## config.mk

```make
export PLATFORM = sky130hd
export DESIGN_NAME = tof_trigger_gen
export DESIGN_NICKNAME = d
export VERILOG_FILES = /design/src/rtl/tof_trigger_gen.sv
export SDC_FILE = /design/constraint.sdc
export NUM_CORES = 1
export LEC_CHECK = 0
export CAP_MARGIN = 20
export CORE_MARGIN = 2
export CORE_UTILIZATION = 60
export DETAILED_ROUTE_END_ITERATION = 8
export PLACE_DENSITY_LB_ADDON = 0.12
export REMOVE_ABC_BUFFERS = 1
export SETUP_SLACK_MARGIN = 0.1
export SYNTH_ARGS = -nofsm -noshare
export SYNTH_HDL_FRONTEND = slang
export SYNTH_SLANG_ARGS = --single-unit
```

## constraint.sdc

```tcl
create_clock -name sys_clk -period 5.7 [get_ports sys_clk]
set_input_delay 0.57 -clock sys_clk [delete_from_list [all_inputs] [get_ports sys_clk]]
set_output_delay 0.57 -clock sys_clk [all_outputs]
set_load 0.03 [all_outputs]
```

## src/rtl/tof_trigger_gen.sv

```systemverilog
// Trigger generator and echo edge detector for a time-of-flight sensor.
// Optional glitch filter on the synchronized echo: define TOF_ECHO_FILTER_EN.
module tof_trigger_gen #(
    parameter int TRIG_WIDTH = 500,
    parameter int PERIOD     = 3_000_000,
    parameter int TIMEOUT    = 1_500_000
) (
    input  logic sys_clk,
    input  logic sys_rst,
    input  logic en,
    input  logic echo_in,
    output logic trig_out,
    output logic start_flag,
    output logic end_flag,
    output logic timeout_flag,
    output logic busy
);

    localparam int PW  = (PERIOD  > 1) ? $clog2(PERIOD)  : 1;
    localparam int TOW = (TIMEOUT > 1) ? $clog2(TIMEOUT) : 1;

    localparam logic [PW-1:0]  P_LAST  = PW'(PERIOD - 1);
    localparam logic [PW-1:0]  TR_LAST = PW'(TRIG_WIDTH - 1);
    localparam logic [TOW-1:0] TO_LAST = TOW'(TIMEOUT - 1);

    typedef enum logic [2:0] {
        IDLE,
        TRIG,
        WAIT_RISE,
        WAIT_FALL,
        HOLDOFF
    } state_t;

    state_t         state, state_nx;
    logic [PW-1:0]  pcnt, pcnt_nx;
    logic [TOW-1:0] tcnt, tcnt_nx;
    logic           start_d, end_d, to_d;

    logic sync1, sync2, echo_q, echo_dly, rise_q, fall_q;

    always_ff @(posedge sys_clk or posedge sys_rst) begin
        if (sys_rst) begin
            sync1 <= 1'b0;
            sync2 <= 1'b0;
        end else begin
            sync1 <= echo_in;
            sync2 <= sync1;
        end
    end

`ifdef TOF_ECHO_FILTER_EN
    logic [1:0] flt_cnt;
    logic       echo_flt;

    // Filtered level follows sync2 only after the new value is seen on 4 consecutive edges.
    always_ff @(posedge sys_clk or posedge sys_rst) begin
        if (sys_rst) begin
            flt_cnt  <= '0;
            echo_flt <= 1'b0;
        end else if (sync2 != echo_flt) begin
            if (flt_cnt == 2'd3) begin
                echo_flt <= sync2;
                flt_cnt  <= '0;
            end else begin
                flt_cnt <= flt_cnt + 2'd1;
            end
        end else begin
            flt_cnt <= '0;
        end
    end

    assign echo_q = echo_flt;
`else
    assign echo_q = sync2;
`endif

    always_ff @(posedge sys_clk or posedge sys_rst) begin
        if (sys_rst) begin
            echo_dly <= 1'b0;
            rise_q   <= 1'b0;
            fall_q   <= 1'b0;
        end else begin
            echo_dly <= echo_q;
            rise_q   <= echo_q & ~echo_dly;
            fall_q   <= ~echo_q & echo_dly;
        end
    end

    always_ff @(posedge sys_clk or posedge sys_rst) begin
        if (sys_rst) begin
            state <= IDLE;
            pcnt  <= '0;
            tcnt  <= '0;
        end else begin
            state <= state_nx;
            pcnt  <= pcnt_nx;
            tcnt  <= tcnt_nx;
        end
    end

    always_comb begin
        state_nx = state;
        pcnt_nx  = pcnt;
        tcnt_nx  = tcnt;
        start_d  = 1'b0;
        end_d    = 1'b0;
        to_d     = 1'b0;
        case (state)
            IDLE: begin
                if (en) begin
                    state_nx = TRIG;
                    pcnt_nx  = '0;
                end
            end
            TRIG: begin
                pcnt_nx = pcnt + 1'b1;
                if (pcnt == TR_LAST) begin
                    state_nx = WAIT_RISE;
                    tcnt_nx  = '0;
                end
            end
            WAIT_RISE: begin
                pcnt_nx = pcnt + 1'b1;
                tcnt_nx = tcnt + 1'b1;
                // Timeout takes priority over a coincident rise.
                if (tcnt == TO_LAST) begin
                    end_d    = 1'b1;
                    to_d     = 1'b1;
                    state_nx = HOLDOFF;
                end else if (rise_q) begin
                    start_d  = 1'b1;
                    state_nx = WAIT_FALL;
                end
            end
            WAIT_FALL: begin
                pcnt_nx = pcnt + 1'b1;
                tcnt_nx = tcnt + 1'b1;
                // A coincident fall counts as a normal end.
                if (fall_q) begin
                    end_d    = 1'b1;
                    state_nx = HOLDOFF;
                end else if (tcnt == TO_LAST) begin
                    end_d    = 1'b1;
                    to_d     = 1'b1;
                    state_nx = HOLDOFF;
                end
            end
            HOLDOFF: begin
                if (pcnt == P_LAST) begin
                    pcnt_nx  = '0;
                    state_nx = en ? TRIG : IDLE;
                end else begin
                    pcnt_nx = pcnt + 1'b1;
                end
            end
            default: begin
                state_nx = IDLE;
                pcnt_nx  = '0;
                tcnt_nx  = '0;
            end
        endcase
    end

    always_ff @(posedge sys_clk or posedge sys_rst) begin
        if (sys_rst) begin
            trig_out     <= 1'b0;
            start_flag   <= 1'b0;
            end_flag     <= 1'b0;
            timeout_flag <= 1'b0;
            busy         <= 1'b0;
        end else begin
            trig_out     <= (state == TRIG);
            start_flag   <= start_d;
            end_flag     <= end_d;
            timeout_flag <= to_d;
            busy         <= (state_nx != IDLE);
        end
    end

endmodule

```

==> metrics.md <==
| Metric | Value |
|---|---|
| Seq/Total Area, Yosys | `48.09%` |
| Synth top area share | `48.09%` |
| Async set-or-reset flop fraction in the synthesized netlist | `100.0%` |
| Vias in the first global route | `2223` |
| Highest-count cells in the layout ignoring fill and taps | `dfrtp_1, nor2_1, nand2_1` |
| Leak | `1.268 nW` |
| Power density over the cells | `251.9 mW/mm²` |
| Via count | `2400` |
| Critical Path Sink Type | `flip-flop` |
| Worst Skew | `0.01387 ns` |
| Non-Filler Instances | `381` |
| Detailed Route WL | `6128 µm` |
| Worst path slowest cell | `or4_1` |
| Largest cells by area after synthesis | `dfrtp_1, nor2_1, nand2_1` |
| Max incr delay on CP | `0.54 ns` |
| Routed Antenna Nets | `0` |
| Fin. Hold Viols | `0` |
| Resized Gates After CTS | `0` |
| IO Pins | `9` |
| Grt ovf | `0` |
| GP Congestion | `0.8759` |
| Clk sinks | `56` |
| CTS tree | `done` |
| Vias per cell | `6.299` |
| Postcts setup bufs | `0` |
| DP HPWL | `4245 µm` |
| Die Ht | `73.69 µm` |
| Share of layout cells above drive strength 1 | `5.505%` |
| Run status | `completed` |
| Fmax achieved | `373.6 MHz` |
| DRC | `0` |
| Cts hold-fix bufs | `0` |
| Worst rel slew slack | `40.52%` |
| Clk buf depth | `2` |
| Maximum fanout along the worst path | `40` |
| Number of antenna violations at the first check in global routing | `0` |
| Core footprint | `0.004692 mm²` |
| Root Buffer | `clkbuf_8` |
| Area leader, netlist | `dfrtp_1` |
| Initial drt markers | `295` |
| Delay-heaviest family, CP | `simple AND/OR/NAND/NOR gates` |
| Req. time, crit path | `5.94 ns` |
| Initial Util | `62.11%` |
| Count of pins over their slew limit | `0` |
| EDFF count, synth | `0` |
| P&R area growth vs syn | `6.913%` |
| N_diodes | `0` |
| Row cnt | `25` |
| Worst-Margin Slew | `0.8807 ns` |
| Period Utilization, post-route | `46.96%` |
| Die ar. | `0.005430 mm²` |
| Syn avg cell area | `9.078 µm²` |
| Worst path cell trace | `ha_1 -> or4b_1 -> and4bb_2 -> a31oi_2 -> buf_4 -> or4_1 -> a21oi_1` |
| Final setup TNS | `0 ns` |
| GRT Util Overall | `25.10%` |
| Clock Pin Slew Worst Setup and Hold Paths | `0.11 ns` |
| Syn Std Cell Area | `0.002914 mm²` |
| Port-buffer cells | `8` |
| Distinct cells, synth | `43` |
| CTS Buf Count | `5` |
| Most common library cell in the layout ignoring fill and taps | `dfrtp_1` |
| Setup violators final | `0` |
| Final nets | `332` |
| Largest net degree at the start of global routing | `57` |
| Placement-stage worst setup slack | `3.036 ns` |
| Global-route wire length before repair | `10580 µm` |
| Ys flop type | `dfrtp_1` |
| Maximum vdd drop | `155.8 µV` |
| Seq cells post-synth | `56` |
| Cell count after synthesis | `321` |
| Synth warn | `0` |
| Critical Path Start Type | `flip-flop` |
| Setup CP Type | `reg -> reg` |
| CP Buf/Inv Count | `1` |
| Final min period | `2.677 ns` |
| Hold crit path type | `reg -> reg` |
| Die W | `73.69 µm` |
| Worst skew pair latency | `0.31 ns` |
| Detailed Routing Iterations Pass 1 | `4` |
| Worst path arrival time | `2.91 ns` |
| RSZ-0062 raised after global routing | `no` |
| DR WL/cell | `16.08 µm` |
| Setup WS post-layout | `3.023 ns` |
| Max Cap Violations | `0` |
| H-tree level count | `2` |
| # placed instances | `373` |
per-stage QoR:
step	power (mW)	area, µm²	util, %	hold WS [ns]
after floorplan	0.5350	2860	-	0.3312
after global placement	0.5660	3023	64.43	0.3351
after detailed placement	0.5707	3023	64.43	0.3357
after CTS	0.7921	3115	66.40	0.3709
after global routing	0.8224	3115	66.40	0.3784
final	0.7849	3115	66.40	0.3662
flip-flops by register name, summed over array words and instances (netlist names):
name and flops:
fall_q 1, state 3, echo_dly 1, echo_q 1, rise_q 1, start_flag 1, timeout_flag 1, end_flag 1
trig_out 1, sync1 1, pcnt 22, busy 1, tcnt 21
power breakdown:
| group | internal (mW) | switching, mW |
|---|---|---|
| registers | 0.421 | 0.0304 |
| clock network | 0.0873 | 0.132 |
| logic | 0.0435 | 0.0711 |
| total | 0.551 | 0.234 |
cell type report:
type	count	area (µm²)
multi-input combinational	244	1425
sequential	56	1401
inverter	9	33.78
fill	385	1577
clock buffer	5	68.82
tap	54	67.56
clock inverter	3	23.77
timing repair buffer	10	95.09
cell usage after synthesis (3+ instances only):
library cell and instances:
a21oi_1 20, and2_1 5, and3_1 6, clkbuf_1 9, dfrtp_1 56, inv_1 9
nand2_1 32, nand3_1 17, nand4_1 13, nor2_1 35, nor2b_1 3, nor3_1 9
nor4_1 10, o21ai_0 14, o21ai_1 4, o31ai_1 9, or3_1 8, or4_1 13
xnor2_1 10, xor2_1 10
cells by family after synthesis:
family                   count (synthesis)  share of synthesized area (%)
AND/OR/NAND/NOR                        166                          30.40
AO/OA/AOI/OAI                           56                          11.64
flip-flops                              56                          48.09
buffers and inverters                   21                          3.005
XOR/XNOR                                20                          6.011
adder cells (fa/ha/maj)                  2                         0.8586
final timing paths:
kind,start,endpoint,slack (ns),cells past startpoint
max,pcnt[0],tcnt[19],3.02,7
min,sync1,echo_q,0.37,0
max reg2reg,pcnt[0],tcnt[19],3.02,7
min reg2reg,sync1,echo_q,0.37,0
max in group asynchronous,sys_rst,tcnt[13],4.47,3
min in group asynchronous,sys_rst,pcnt[4],0.76,3
routing by layer:
| layer | vias to the layer above | share of wire, % | global-route usage [%] |
|---|---|---|---|
| li1 | 1179 | - | - |
| met1 | 1148 | 52 | 39.00 |
| met2 | 65 | 42 | 34.23 |
| met3 | 8 | 5.5 | 6.310 |
| met4 | 0 | 1.0 | 7.677 |
| met5 | - | 0 | 0 |
Note: power is estimated with default switching activity, not from simulation.
